`src/rtl/soml_addr_sched_pkg.sv`:
```
// SOML address sweep: shared defaults, state encoding, width helper.
// Imported by the interface, counter and sequencer top.
package soml_addr_sched_pkg;

  localparam int SOML_N_COLS = 2;
  localparam int SOML_N_ROWS = 4;
  localparam int SOML_N_SI   = 16;

  typedef enum logic [1:0] {
    ST_IDLE = 2'd0,
    ST_RUN  = 2'd1,
    ST_DONE = 2'd2
  } state_t;

  function automatic int clog2m1(input int v);
    return (v > 1) ? $clog2(v) : 1;
  endfunction

endpackage

```
`src/rtl/soml_addr_sched_if.sv`:
```
// Control/address bundle between decoder control, the sweep
// sequencer and the metric datapath.
interface soml_addr_sched_if
  import soml_addr_sched_pkg::*;
#(
  parameter int N_COLS = SOML_N_COLS,
  parameter int N_ROWS = SOML_N_ROWS,
  parameter int N_SI   = SOML_N_SI
);
  localparam int CW = clog2m1(N_COLS);
  localparam int RW = clog2m1(N_ROWS);
  localparam int SW = clog2m1(N_SI);

  logic          start;
  logic          abort;
  logic          out_ready;
  logic          addr_valid;
  logic [CW-1:0] addr_colS;
  logic [RW-1:0] addr_rowH;
  logic [SW-1:0] addr_Si;
  logic          acc_clr;
  logic          acc_last;
  logic          busy;
  logic          done;

  modport master (
    output start, abort, out_ready,
    input  addr_valid, addr_colS, addr_rowH, addr_Si,
    input  acc_clr, acc_last, busy, done
  );

  modport slave (
    input  start, abort, out_ready,
    output addr_valid, addr_colS, addr_rowH, addr_Si,
    output acc_clr, acc_last, busy, done
  );
endinterface

```
`src/rtl/soml_wrap_cnt.sv`:
```
// Modulo-MOD counter with synchronous clear; wrap flags the
// increment that rolls MOD-1 back to 0 and feeds the next stage.
module soml_wrap_cnt
  import soml_addr_sched_pkg::*;
#(
  parameter  int MOD = 2,
  localparam int W   = clog2m1(MOD)
) (
  input  logic         clk,
  input  logic         rst,
  input  logic         clr,
  input  logic         inc,
  output logic [W-1:0] cnt,
  output logic         wrap
);
  logic [W-1:0] r_cnt;
  logic         w_top;

  assign w_top = (r_cnt == W'(MOD - 1));
  assign wrap  = inc & w_top;
  assign cnt   = r_cnt;

  always_ff @(posedge clk or negedge rst) begin
    if (!rst) begin
      r_cnt <= '0;
    end else if (clr) begin
      r_cnt <= '0;
    end else if (inc) begin
      r_cnt <= w_top ? '0 : r_cnt + W'(1);
    end
  end
endmodule

```
`src/rtl/soml_addr_sched.sv`:
```
// SOML address sweep sequencer: walks (Si,rowH,colS) once per
// start, colS fastest, over a valid/ready handshake.
module soml_addr_sched
  import soml_addr_sched_pkg::*;
#(
  parameter int N_COLS = SOML_N_COLS,
  parameter int N_ROWS = SOML_N_ROWS,
  parameter int N_SI   = SOML_N_SI
) (
  input logic               clk,
  input logic               rst,
  soml_addr_sched_if.slave  bus
);
  localparam int CW = clog2m1(N_COLS);
  localparam int RW = clog2m1(N_ROWS);
  localparam int SW = clog2m1(N_SI);

  state_t        r_state;
  logic          r_valid;
  logic          r_busy;
  logic          r_done;
  logic          w_fire;
  logic          w_clr;
  logic          w_wc;
  logic          w_wr;
  logic          w_ws;
  logic [CW-1:0] w_col;
  logic [RW-1:0] w_row;
  logic [SW-1:0] w_si;

  assign w_fire = r_valid & bus.out_ready;
  // abort clears even alongside the final fire, so no wrap leaks out
  assign w_clr  = bus.abort | ((r_state == ST_IDLE) & bus.start);

  soml_wrap_cnt #(.MOD(N_COLS)) u_col (
    .clk(clk), .rst(rst), .clr(w_clr),
    .inc(w_fire), .cnt(w_col), .wrap(w_wc)
  );

  soml_wrap_cnt #(.MOD(N_ROWS)) u_row (
    .clk(clk), .rst(rst), .clr(w_clr),
    .inc(w_wc), .cnt(w_row), .wrap(w_wr)
  );

  soml_wrap_cnt #(.MOD(N_SI)) u_si (
    .clk(clk), .rst(rst), .clr(w_clr),
    .inc(w_wr), .cnt(w_si), .wrap(w_ws)
  );

  always_ff @(posedge clk or negedge rst) begin
    if (!rst) begin
      r_state <= ST_IDLE;
      r_valid <= 1'b0;
      r_busy  <= 1'b0;
      r_done  <= 1'b0;
    end else begin
      unique case (r_state)
        ST_IDLE: begin
          if (bus.start & !bus.abort) begin
            r_state <= ST_RUN;
            r_valid <= 1'b1;
            r_busy  <= 1'b1;
          end
        end
        ST_RUN: begin
          if (bus.abort) begin
            r_state <= ST_IDLE;
            r_valid <= 1'b0;
            r_busy  <= 1'b0;
          end else if (w_ws) begin
            r_state <= ST_DONE;
            r_valid <= 1'b0;
            r_done  <= 1'b1;
          end
        end
        ST_DONE: begin
          r_state <= ST_IDLE;
          r_busy  <= 1'b0;
          r_done  <= 1'b0;
        end
        default: begin
          r_state <= ST_IDLE;
          r_valid <= 1'b0;
          r_busy  <= 1'b0;
          r_done  <= 1'b0;
        end
      endcase
    end
  end

  assign bus.addr_valid = r_valid;
  assign bus.addr_colS  = w_col;
  assign bus.addr_rowH  = w_row;
  assign bus.addr_Si    = w_si;
  assign bus.busy       = r_busy;
  assign bus.done       = r_done;
  assign bus.acc_clr    = r_valid & (w_col == '0) & (w_row == '0);
  assign bus.acc_last   = r_valid
                        & (w_col == CW'(N_COLS - 1))
                        & (w_row == RW'(N_ROWS - 1));
endmodule

```
`src/flat_wrapper.sv`:
```
// flat-port wrapper written by rule: the top's interface ports become plain ports
module soml_addr_sched_flat import soml_addr_sched_pkg::*;
#(
  parameter int N_COLS = SOML_N_COLS,
  parameter int N_ROWS = SOML_N_ROWS,
  parameter int N_SI   = SOML_N_SI
)
  (clk, rst, bus_start, bus_abort, bus_out_ready, bus_addr_valid, bus_addr_colS, bus_addr_rowH, bus_addr_Si, bus_acc_clr, bus_acc_last, bus_busy, bus_done);
  soml_addr_sched_if #(.N_COLS(N_COLS), .N_ROWS(N_ROWS), .N_SI(N_SI)) bus_i ();
  input logic clk;
  input logic rst;
  input wire logic [$bits(bus_i.start)-1:0] bus_start;
  input wire logic [$bits(bus_i.abort)-1:0] bus_abort;
  input wire logic [$bits(bus_i.out_ready)-1:0] bus_out_ready;
  output wire logic [$bits(bus_i.addr_valid)-1:0] bus_addr_valid;
  output wire logic [$bits(bus_i.addr_colS)-1:0] bus_addr_colS;
  output wire logic [$bits(bus_i.addr_rowH)-1:0] bus_addr_rowH;
  output wire logic [$bits(bus_i.addr_Si)-1:0] bus_addr_Si;
  output wire logic [$bits(bus_i.acc_clr)-1:0] bus_acc_clr;
  output wire logic [$bits(bus_i.acc_last)-1:0] bus_acc_last;
  output wire logic [$bits(bus_i.busy)-1:0] bus_busy;
  output wire logic [$bits(bus_i.done)-1:0] bus_done;
  assign bus_i.start = bus_start;
  assign bus_i.abort = bus_abort;
  assign bus_i.out_ready = bus_out_ready;
  assign bus_addr_valid = bus_i.addr_valid;
  assign bus_addr_colS = bus_i.addr_colS;
  assign bus_addr_rowH = bus_i.addr_rowH;
  assign bus_addr_Si = bus_i.addr_Si;
  assign bus_acc_clr = bus_i.acc_clr;
  assign bus_acc_last = bus_i.acc_last;
  assign bus_busy = bus_i.busy;
  assign bus_done = bus_i.done;
  soml_addr_sched #(.N_COLS(N_COLS), .N_ROWS(N_ROWS), .N_SI(N_SI)) u_core (.clk(clk), .rst(rst), .bus(bus_i));
endmodule
```
`config.mk`:
```
export PLATFORM = sky130hd
export DESIGN_NAME = soml_addr_sched_flat
export DESIGN_NICKNAME = d
export VERILOG_FILES = /design/src/rtl/soml_addr_sched_pkg.sv /design/src/rtl/soml_addr_sched_if.sv /design/src/rtl/soml_wrap_cnt.sv /design/src/rtl/soml_addr_sched.sv /design/src/flat_wrapper.sv
export SDC_FILE = /design/constraint.sdc
export NUM_CORES = 1
export LEC_CHECK = 0
export ABC_AREA = 0
export CORE_MARGIN = 2
export CORE_UTILIZATION = 25
export DETAILED_ROUTE_END_ITERATION = 6
export MAX_ROUTING_LAYER = met4
export PLACE_DENSITY = 0.55
export REMOVE_ABC_BUFFERS = 1
export SETUP_SLACK_MARGIN = 0.15
export SYNTH_ARGS = -nofsm -noshare
export SYNTH_HDL_FRONTEND = slang
export SYNTH_SLANG_ARGS = --single-unit
```
`constraint.sdc`:
```
create_clock -name clk -period 4.4 [get_ports clk]
set_input_delay 1.1 -clock clk [delete_from_list [all_inputs] [get_ports clk]]
set_output_delay 1.1 -clock clk [all_outputs]
set_load 0.01 [all_outputs]
```
---- Word-level counts from Yosys, hierarchy flattened ----
Cells that the tools add are included.
storage, ports and cells
  register bits ........................... 12
  input port bits ......................... 5
  output and inout port bits .............. 12
  word-level logic and storage cells ...... 65
operators by class
  add/subtract/negate cells ............... 3
  eq/ne operators ......................... 9
  multiplexer cells ....................... 22
  bitwise operators ....................... 14
  reduce and logical (&&, ||, !) cells .... 10
operators with widths
  operator             number
  $mux 2               6
  $mux 4               3
  $and 1x1->1          10
  $mux 1               9
  $ne 2x2->1 const B   4
  $reduce_and 3->1     2
  $reduce_bool 2->1    3
  $add 4x1->4 const B  1
  $eq 2x2->1 const B   2
  $eq 4x4->1 const B   1
  $logic_not 2->1      2
  $pmux 1 s2           2
  $pmux 2 s2           1
  $reduce_and 2->1     2
  $ne 3x3->1 const B   1
  $not 1->1            3
  $pmux 1 s3           1
  $add 2x1->2 const B  1
  $eq 2x1->1 const B   1
  $add 1x1->1 const B  1
  $logic_not 1->1      1
  $or 1x1->1           1

---- Depth between registers and ports, before layout ----
Gate-level depths: netlist of run 1.
  word-level depth ........................ 7
  mapped depth ............................ 4
  gate-level depth less buffers ........... 4

---- Hierarchy ----
From an unflattened synthesis of run 1, not the netlist that was laid out.
unflattened totals
  cell total of the unflattened synthesis .. 58
  area total of the unflattened synthesis .. 590.6 um2
modules (own cells, without submodules)
  module                        times used  cells each  area an instance (um2)  sequential area each (um2)
  soml_addr_sched               1           23          234.0                   125.1
  soml_wrap_cnt (u_core.u_si)   1           22          205.2                   100.1
  soml_wrap_cnt (u_core.u_row)  1           9           106.4                   50.0
  soml_wrap_cnt (u_core.u_col)  1           4           45.0                    25.0

---- Worst setup path before layout of run 1 ----
OpenSTA, ideal clock, no wires.
  path type ............................... reg-to-output
  start ................................... register u_core.u_row.r_cnt[0] (netlist: u_core.u_row.cnt[0])
  end ..................................... output port bus_acc_clr
  arrival ................................. 0.932 ns
  data required time ...................... 3.300 ns
  path slack .............................. 2.368 ns
  cell stages (with the launch flop) ...... 4
  buffers on the path ..................... 0
  cells stage by stage .................... dfrtp_1 -> inv_1 -> ha_1 -> nor3b_1
on the way
  longest elaborated chain between the ends .. 2
RTL lines
  what                    line                   text
  from (decl)             soml_wrap_cnt.sv:16    logic [W-1:0] r_cnt;
  from (signal assigned)  soml_wrap_cnt.sv:29    r_cnt <= w_top ? '0 : r_cnt + W'(1);
  $logic_not 2->1         soml_addr_sched.sv:97  assign bus.acc_clr = r_valid & (w_col == '0) & (w_row == '0);
  $and 1x1->1             soml_addr_sched.sv:97
  to (decl)               flat_wrapper.sv:19     output wire logic [$bits(bus_i.acc_clr)-1:0] bus_acc_clr;
No other way between the ends.

---- Final worst setup path of run 1 ----
  start ................................... register u_core.u_row.r_cnt[0] (netlist: u_core.u_row.cnt[0])
  end ..................................... output port bus_acc_last
on the way
  longest elaborated chain between the ends .. 2
RTL lines
  what         line                    text
  $eq 2x2->1   soml_addr_sched.sv:100  & (w_row == RW'(N_ROWS - 1));
  $and 1x1->1  soml_addr_sched.sv:100
  to (decl)    flat_wrapper.sv:20      output wire logic [$bits(bus_i.acc_last)-1:0] bus_acc_last;
No other way between the ends.

==> run_results.csv, run 1 <==
group,metric,value,unit
status,outcome,"complete, no violations",
timing,fin_setup_tns,0,ns
grt,met1_usage,12.95,%
layout,layout_common_cells,"clkdlybuf4s50_1, dfrtp_1, inv_1",
detailed_routing,drt_pass1_iterations,4,
floorplanning,die_area,2913,sq um
place,placement.io_buffers,16,
yosys,yosysWarnings,0,
timing,rsz0062_at_grt,"false",
layout,area_growth,35.27,%
floorplanning,die_x,53.98,um
timing,maxSlewViolCount,0,
timing,finalSetupViolCount,0,
worst_setup_path,endpoint_kind,"primary output",
worst_setup_path,cp_data_required_time,3.30,ns
detailed_routing,route.detailed.drc,0,
worst_setup_path,cp-start-kind,"flop",
place,gp_congestion,0.6745,
floorplanning,die_h,53.98,um
yosys,ys_ff_latch,12,
clock_tree,clock-sinks,12,
floorplanning,io_pins,17,
detailed_routing,vias_per_cell,4.694,
yosys,synthDominantCellAreaShare,48.10,%
clock_tree,clk_pin_slew,0.07,ns
power_and_ir_drop,p_leak,0.0003632,uW
grt,top_usage_layer,"met2",
worst_setup_path,crit_arrival,1.64,ns
yosys,synth.top_cells.by_area,"dfrtp_1, ha_1, inv_1",
timing,period_minus_slack,2.741,ns
detailed_routing,vias,521,
grt,first_global_vias,454,
yosys,synth_top_area_cell,"dfrtp_1",
clock_tree,postCtsSetupBuffers,0,
clock_tree,cts-root-buf,"clkbuf_4",
yosys,avgSynthCellArea,10.07,sq um
layout,final_common_cell,"clkdlybuf4s50_1",
place,place_ws,1.838,ns
grt,grt_first_pass_wirelength,2028,um
power_and_ir_drop,peakVddDrop,0.1084,mV
timing,fmax,364.9,MHz
yosys,synth-seq-area-share,48.10,%
detailed_routing,wire_per_inst,11.05,um
timing,final-hold-violation-count,0,
worst_setup_path,path_class,"reg2out",
yosys,syn-instance-count,62,
detailed_routing,wirelength,1227,um
run,drv_cap,0,
clock_tree,ctsResizeCount,0,
power_and_ir_drop,power_density,264.3,nW/um^2
timing,setup_ws,1.659,ns
clock_tree,htree_num_levels,1,
detailed_routing,ant_nets,0,
clock_tree,cts_tree,"done",
grt,gr-usage-met3,0.8333,%
worst_setup_path,critPathMaxFanout,5,
grt,grt.total_usage,10.07,%
yosys,synthDistinctLibCells,25,
grt,grt_use_met2,15.24,%
timing,slew_headroom,61.53,%
clock_tree,holdBufCountCts,0,
place,hpwl,938.2,um
clock_tree,numCtsBuffers,3,
yosys,syn-cell-area,624.3,sq um
clock_tree,worstSkewPairLatency,0.27,ns
grt,grt_antenna_before_repair,0,
timing,period_share,62.29,%
detailed_routing,drt-initial-drc-count,4,
timing,worst_slew_pin_slew,0.5759,ns
layout,fin_nets,91,
floorplanning,fp-row-count,18,
grt,grt_max_degree,13,
floorplanning,fp.coreArea,2410,sq um
layout,layout-drive-gt1-share,8.642,%
floorplanning,start_util,25.91,%
timing,skew,0.003191,ns
clock_tree,clock_path_buffers,2,
layout,final_util,35.05,%
grt,gr-total-overflow,0,
layout,antenna_cells,0,
min_path,hold_class,"reg2reg",
-- worst paths after layout --
kind                            slack [ns]           startpoint            endpoint  cells after the start
worst max-delay path                  1.66  u_core.u_row.cnt[0]        bus_acc_last                      3
worst min-delay path                  0.50      u_core.bus.done     u_core.bus.done                      1
worst max register to register        2.87  u_core.u_row.cnt[0]  u_core.u_si.cnt[3]                      4
worst min register to register        0.50      u_core.bus.done     u_core.bus.done                      1
max in group asynchronous             2.84                  rst   u_core.r_state[0]                      1
min in group asynchronous             1.19                  rst  u_core.u_si.cnt[0]                      1
-- logic make-up after synthesis --
family                   after synthesis  share of synthesized area, %
AND/OR/NAND/NOR                       22                         21.24
AO/OA/AOI/OAI                         15                         15.83
flip-flops                            12                         48.10
buffers and inverters                  7                         4.209
adder cells (fa/ha/maj)                3                         6.013
multiplexers                           2                         3.207
XOR/XNOR                               1                         1.403
-- routing by layer --
layer / vias up / wire length (um)
li1: 259 / -
met1: 243 / 586
met2: 17 / 567
met3: 2 / 54
met4: 0 / 19
met5: - / 0
-- report_power, final --
part | switching, uW | internal (uW) | total, uW
Combinational | 16.0 | 19.0 | 35.0
Clock | 35.6 | 31.7 | 67.2
Sequential | 6.49 | 115 | 121
-- cells in the mapped netlist --
library cell  count
a21boi_0          1
a32o_1            1
dfrtp_1          12
o21bai_1          1
o21ai_0           3
and3_2            1
nand2b_1          1
nand3_1           2
nor3b_1           1
o21a_1            1
or3_1             2
a21oi_2           1
mux2i_1           2
and3_1            1
o31ai_1           1
a21oi_1           5
o32a_1            1
or4_4             1
nand2_1           5
xor2_1            1
inv_1             7
or3b_1            1
nand4_4           1
nor2_1            6
ha_1              3
-- registers in the layout (all words and copies together), names as in the netlist --
register	count
u_core.bus.addr_valid	1
u_core.r_state	2
u_core.u_row.cnt	2
u_core.bus.busy	1
u_core.u_si.cnt	4
u_core.bus.done	1
u_core.u_col.cnt	1
-- final cells by class --
type                            count  area, sq um
Tap cell                           30        37.54
Fill cell                         250         1565
Sequential cell                    12        300.3
Inverter                            7        26.28
Multi-Input combinational cell     43        297.8
Clock buffer                        3        22.52
Timing Repair Buffer               16        160.2
-- metrics by stage --
| stage | instances | total power, uW | hold slack, ns | instance area (sq um) |
|---|---|---|---|---|
| 3_5_place_dp | 108 | 158.9 | 0.4882 | 822.0 |
| 6_report | 111 | 223.3 | 0.4996 | 844.6 |
| 2_1_floorplan | 62 | 138.1 | 0.5311 | 624.3 |
| 5_1_grt | 111 | 236.3 | 0.5346 | 844.6 |
| 3_3_place_gp | 108 | 158.4 | 0.4827 | 822.0 |
| 4_1_cts | 111 | 226.8 | 0.5050 | 844.6 |
-- worst max-delay path, stage by stage (launching register included) --
cell and delay [ns]:
dfrtp_1 0.40, ha_1 0.25, and3_2 0.19, clkdlybuf4s50_1 0.52
Power figures use the tool's default switching activity.
==> inputs of run 2 (changes only) <==
--- a/config.mk
+++ b/config.mk
@@ -10,7 +10,7 @@
 export CORE_UTILIZATION = 25
 export DETAILED_ROUTE_END_ITERATION = 6
 export MAX_ROUTING_LAYER = met4
-export PLACE_DENSITY = 0.55
+export PLACE_DENSITY = 0.57
 export REMOVE_ABC_BUFFERS = 1
 export SETUP_SLACK_MARGIN = 0.15
 export SYNTH_ARGS = -nofsm -noshare
==> constraint.sdc (replaced) <==
create_clock -name clk -period 2.24 [get_ports clk]
set_input_delay 0.56 -clock clk [delete_from_list [all_inputs] [get_ports clk]]
set_output_delay 0.56 -clock clk [all_outputs]
set_load 0.01 [all_outputs]
==> run 2 against run 1 <==
Via count stayed put. Clock power is 95% higher. Sequential cell count stayed put. Wire length is 3.3% higher. Sequential power is 97% higher. Non-clock buffer count is 2 higher. Register-to-register slack worse by 2.1 ns. Power is 96% higher. Setup slack worse by 1.4 ns. Largest cell class is now multi-input combinational cells. Largest power group unchanged.
==> run_results.csv, run 2 (synthesis results as in run 1) <==
group,metric,value,unit
status,outcome,"complete, no violations",
timing,period_share,86.59,%
grt,grt_first_pass_wirelength,2056,um
clock_tree,clk_pin_slew,0.07,ns
floorplanning,die_area,2913,sq um
place,dpl_cell_area,829.5,sq um
layout,fin_nets,93,
layout,stdcell_area,867.1,sq um
timing,fmax,515.6,MHz
worst_setup_path,path_class,"reg2out",
clock_tree,holdBufCountCts,0,
layout,layout_common_cells,"clkdlybuf4s50_1, dfrtp_1, inv_1",
place,placement.io_buffers,16,
worst_setup_path,worst_path_max_delay_cell,"dfrtp_1",
grt,gr-total-overflow,0,
worst_setup_path,r2r_cells,4,
layout,seqCellArea,301.5,sq um
grt,grt_max_degree,13,
detailed_routing,wire_per_inst,11.22,um
timing,finalSetupViolCount,0,
timing,maxSlewViolCount,0,
place,place_ws,0.2248,ns
layout,multi_input_area,310.3,sq um
worst_setup_path,r2r-end,"u_core.u_si.cnt[3]",
detailed_routing,drt-initial-drc-count,4,
floorplanning,die_x,53.98,um
min_path,holdPathStages,1,
min_path,hold-path-endpoint,"u_core.bus.done",
clock_tree,clock_path_buffers,2,
detailed_routing,wirelength,1268,um
worst_setup_path,critPathMaxFanout,3,
power_and_ir_drop,power_density,503.8,nW/um^2
floorplanning,start_util,25.91,%
grt,grt_antenna_before_repair,0,
floorplanning,die_h,53.98,um
floorplanning,io_pins,17,
place,hpwl,936.3,um
layout,layout-drive-gt1-share,14.46,%
worst_setup_path,path_delay_family,"flip-flops",
timing,fin_setup_tns,0,ns
worst_setup_path,r2r-start,"u_core.u_row.cnt[0]",
timing,period_minus_slack,1.940,ns
floorplanning,fp.coreArea,2410,sq um
floorplanning,fp-row-count,18,
worst_setup_path,cpPeakStageDelay,0.42,ns
place,gp_congestion,0.7791,
layout,area_growth,38.88,%
worst_setup_path,r2r_slack,0.82,ns
worst_setup_path,crit_buf_inv,3,
detailed_routing,route.detailed.drc,0,
timing,rsz0062_at_grt,"false",
clock_tree,numCtsBuffers,3,
detailed_routing,vias,521,
worst_setup_path,cp-start-kind,"flop",
layout,n_fill_cell,239,
layout,final_common_cell,"clkdlybuf4s50_1",
detailed_routing,ant_nets,0,
clock_tree,htree_num_levels,1,
timing,slew_headroom,63.73,%
layout,antenna_cells,0,
layout,largest_reg_flops,4,
clock_tree,cts_tree,"done",
timing,skew,0.001502,ns
power_and_ir_drop,p_leak,0.0003733,uW
detailed_routing,drt_pass1_iterations,3,
grt,grt.total_usage,10.13,%
min_path,hp-start,"u_core.bus.done",
timing,final-hold-violation-count,0,
timing,worst_slew_pin_slew,0.5424,ns
timing,setup_ws,0.3005,ns
worst_setup_path,critical_path.cell_chain,"buf_4 > inv_1 > ha_1 > nor3b_1 > clkbuf_2",
timing,finalHoldWorstSlack,0.5034,ns
run,drv_cap,0,
worst_setup_path,cp_data_required_time,1.68,ns
detailed_routing,vias_per_cell,4.611,
worst_setup_path,endpoint_kind,"primary output",
power_and_ir_drop,peakVddDrop,0.2275,mV
clock_tree,clock-sinks,12,
clock_tree,worstSkewPairLatency,0.27,ns
min_path,hold_class,"reg2reg",
grt,first_global_vias,483,
worst_setup_path,crit_arrival,1.38,ns
clock_tree,cts-root-buf,"clkbuf_4",
-- run 2: worst max-delay path by stage --
| stage | startpoint | end | slack (ns) | depth (start not counted) |
|---|---|---|---|---|
| after global routing | u_core.u_row.cnt[1] | bus_acc_clr | 0.23 | 5 |
| final | u_core.u_row.cnt[1] | bus_acc_clr | 0.30 | 5 |
| after floorplan | u_core.u_row.cnt[0] | bus_acc_clr | 0.75 | 3 |
| after global placement | bus_out_ready | u_core.u_si.cnt[3] | 0.25 | 4 |
| after detailed placement | bus_out_ready | u_core.u_si.cnt[3] | 0.22 | 4 |
| after CTS | u_core.u_row.cnt[1] | bus_acc_clr | 0.17 | 5 |
-- run 2: layout make-up --
class | count | share of cell area (%)
multi-input cells | 43 | 35.79
flip-flops and latches | 12 | 34.78
repair buffers | 18 | 19.48
well taps | 30 | 4.329
inverters | 7 | 3.030
clock buffers | 3 | 2.597
-- run 2: per-layer routing --
layer / wire (um) / up-vias / GRT usage, % / share of wire [%]
met1: 622 / 242 / 12.10 / 49
met4: 8 / 0 / 5.000 / 0.63
met3: 62 / 2 / 2.500 / 4.9
met2: 575 / 15 / 15.85 / 45
met5: 0 / - / - / 0
li1: - / 262 / - / -
-- run 2: worst register-to-register path, cell delays in order, from the launching register on --
cell     delay [ns]
dfrtp_2        0.41
ha_4           0.16
nand4_4        0.13
or4_4          0.52
a21oi_2        0.14
-- run 2: report_power, final --
group	total (uW)	leakage [uW]	internal, uW	switching (uW)
clock	131	0.0000138	62.1	69.3
sequential	238	0.000157	225	13.2
combinational	67.3	0.000203	35.4	32.0
total	437	0.000373	322	114
-- run 2: timing repair --
action                                  in CTS  in global routing
cloned                                       0                  0
buffers inserted                             1                  0
endpoints found under the setup margin       2                  1
pin swaps                                    1                  0
resized for setup                            5                  2
-- run 2: stage by stage --
stage / util, % / instances / total power, uW
detailed placement: 34.42 / 109 / 313.9
global placement: 34.42 / 109 / 313.8
finish: 35.98 / 113 / 436.8
CTS: 36.14 / 113 / 440.8
floorplan: - / 62 / 271.2
global route: 35.98 / 113 / 456.7
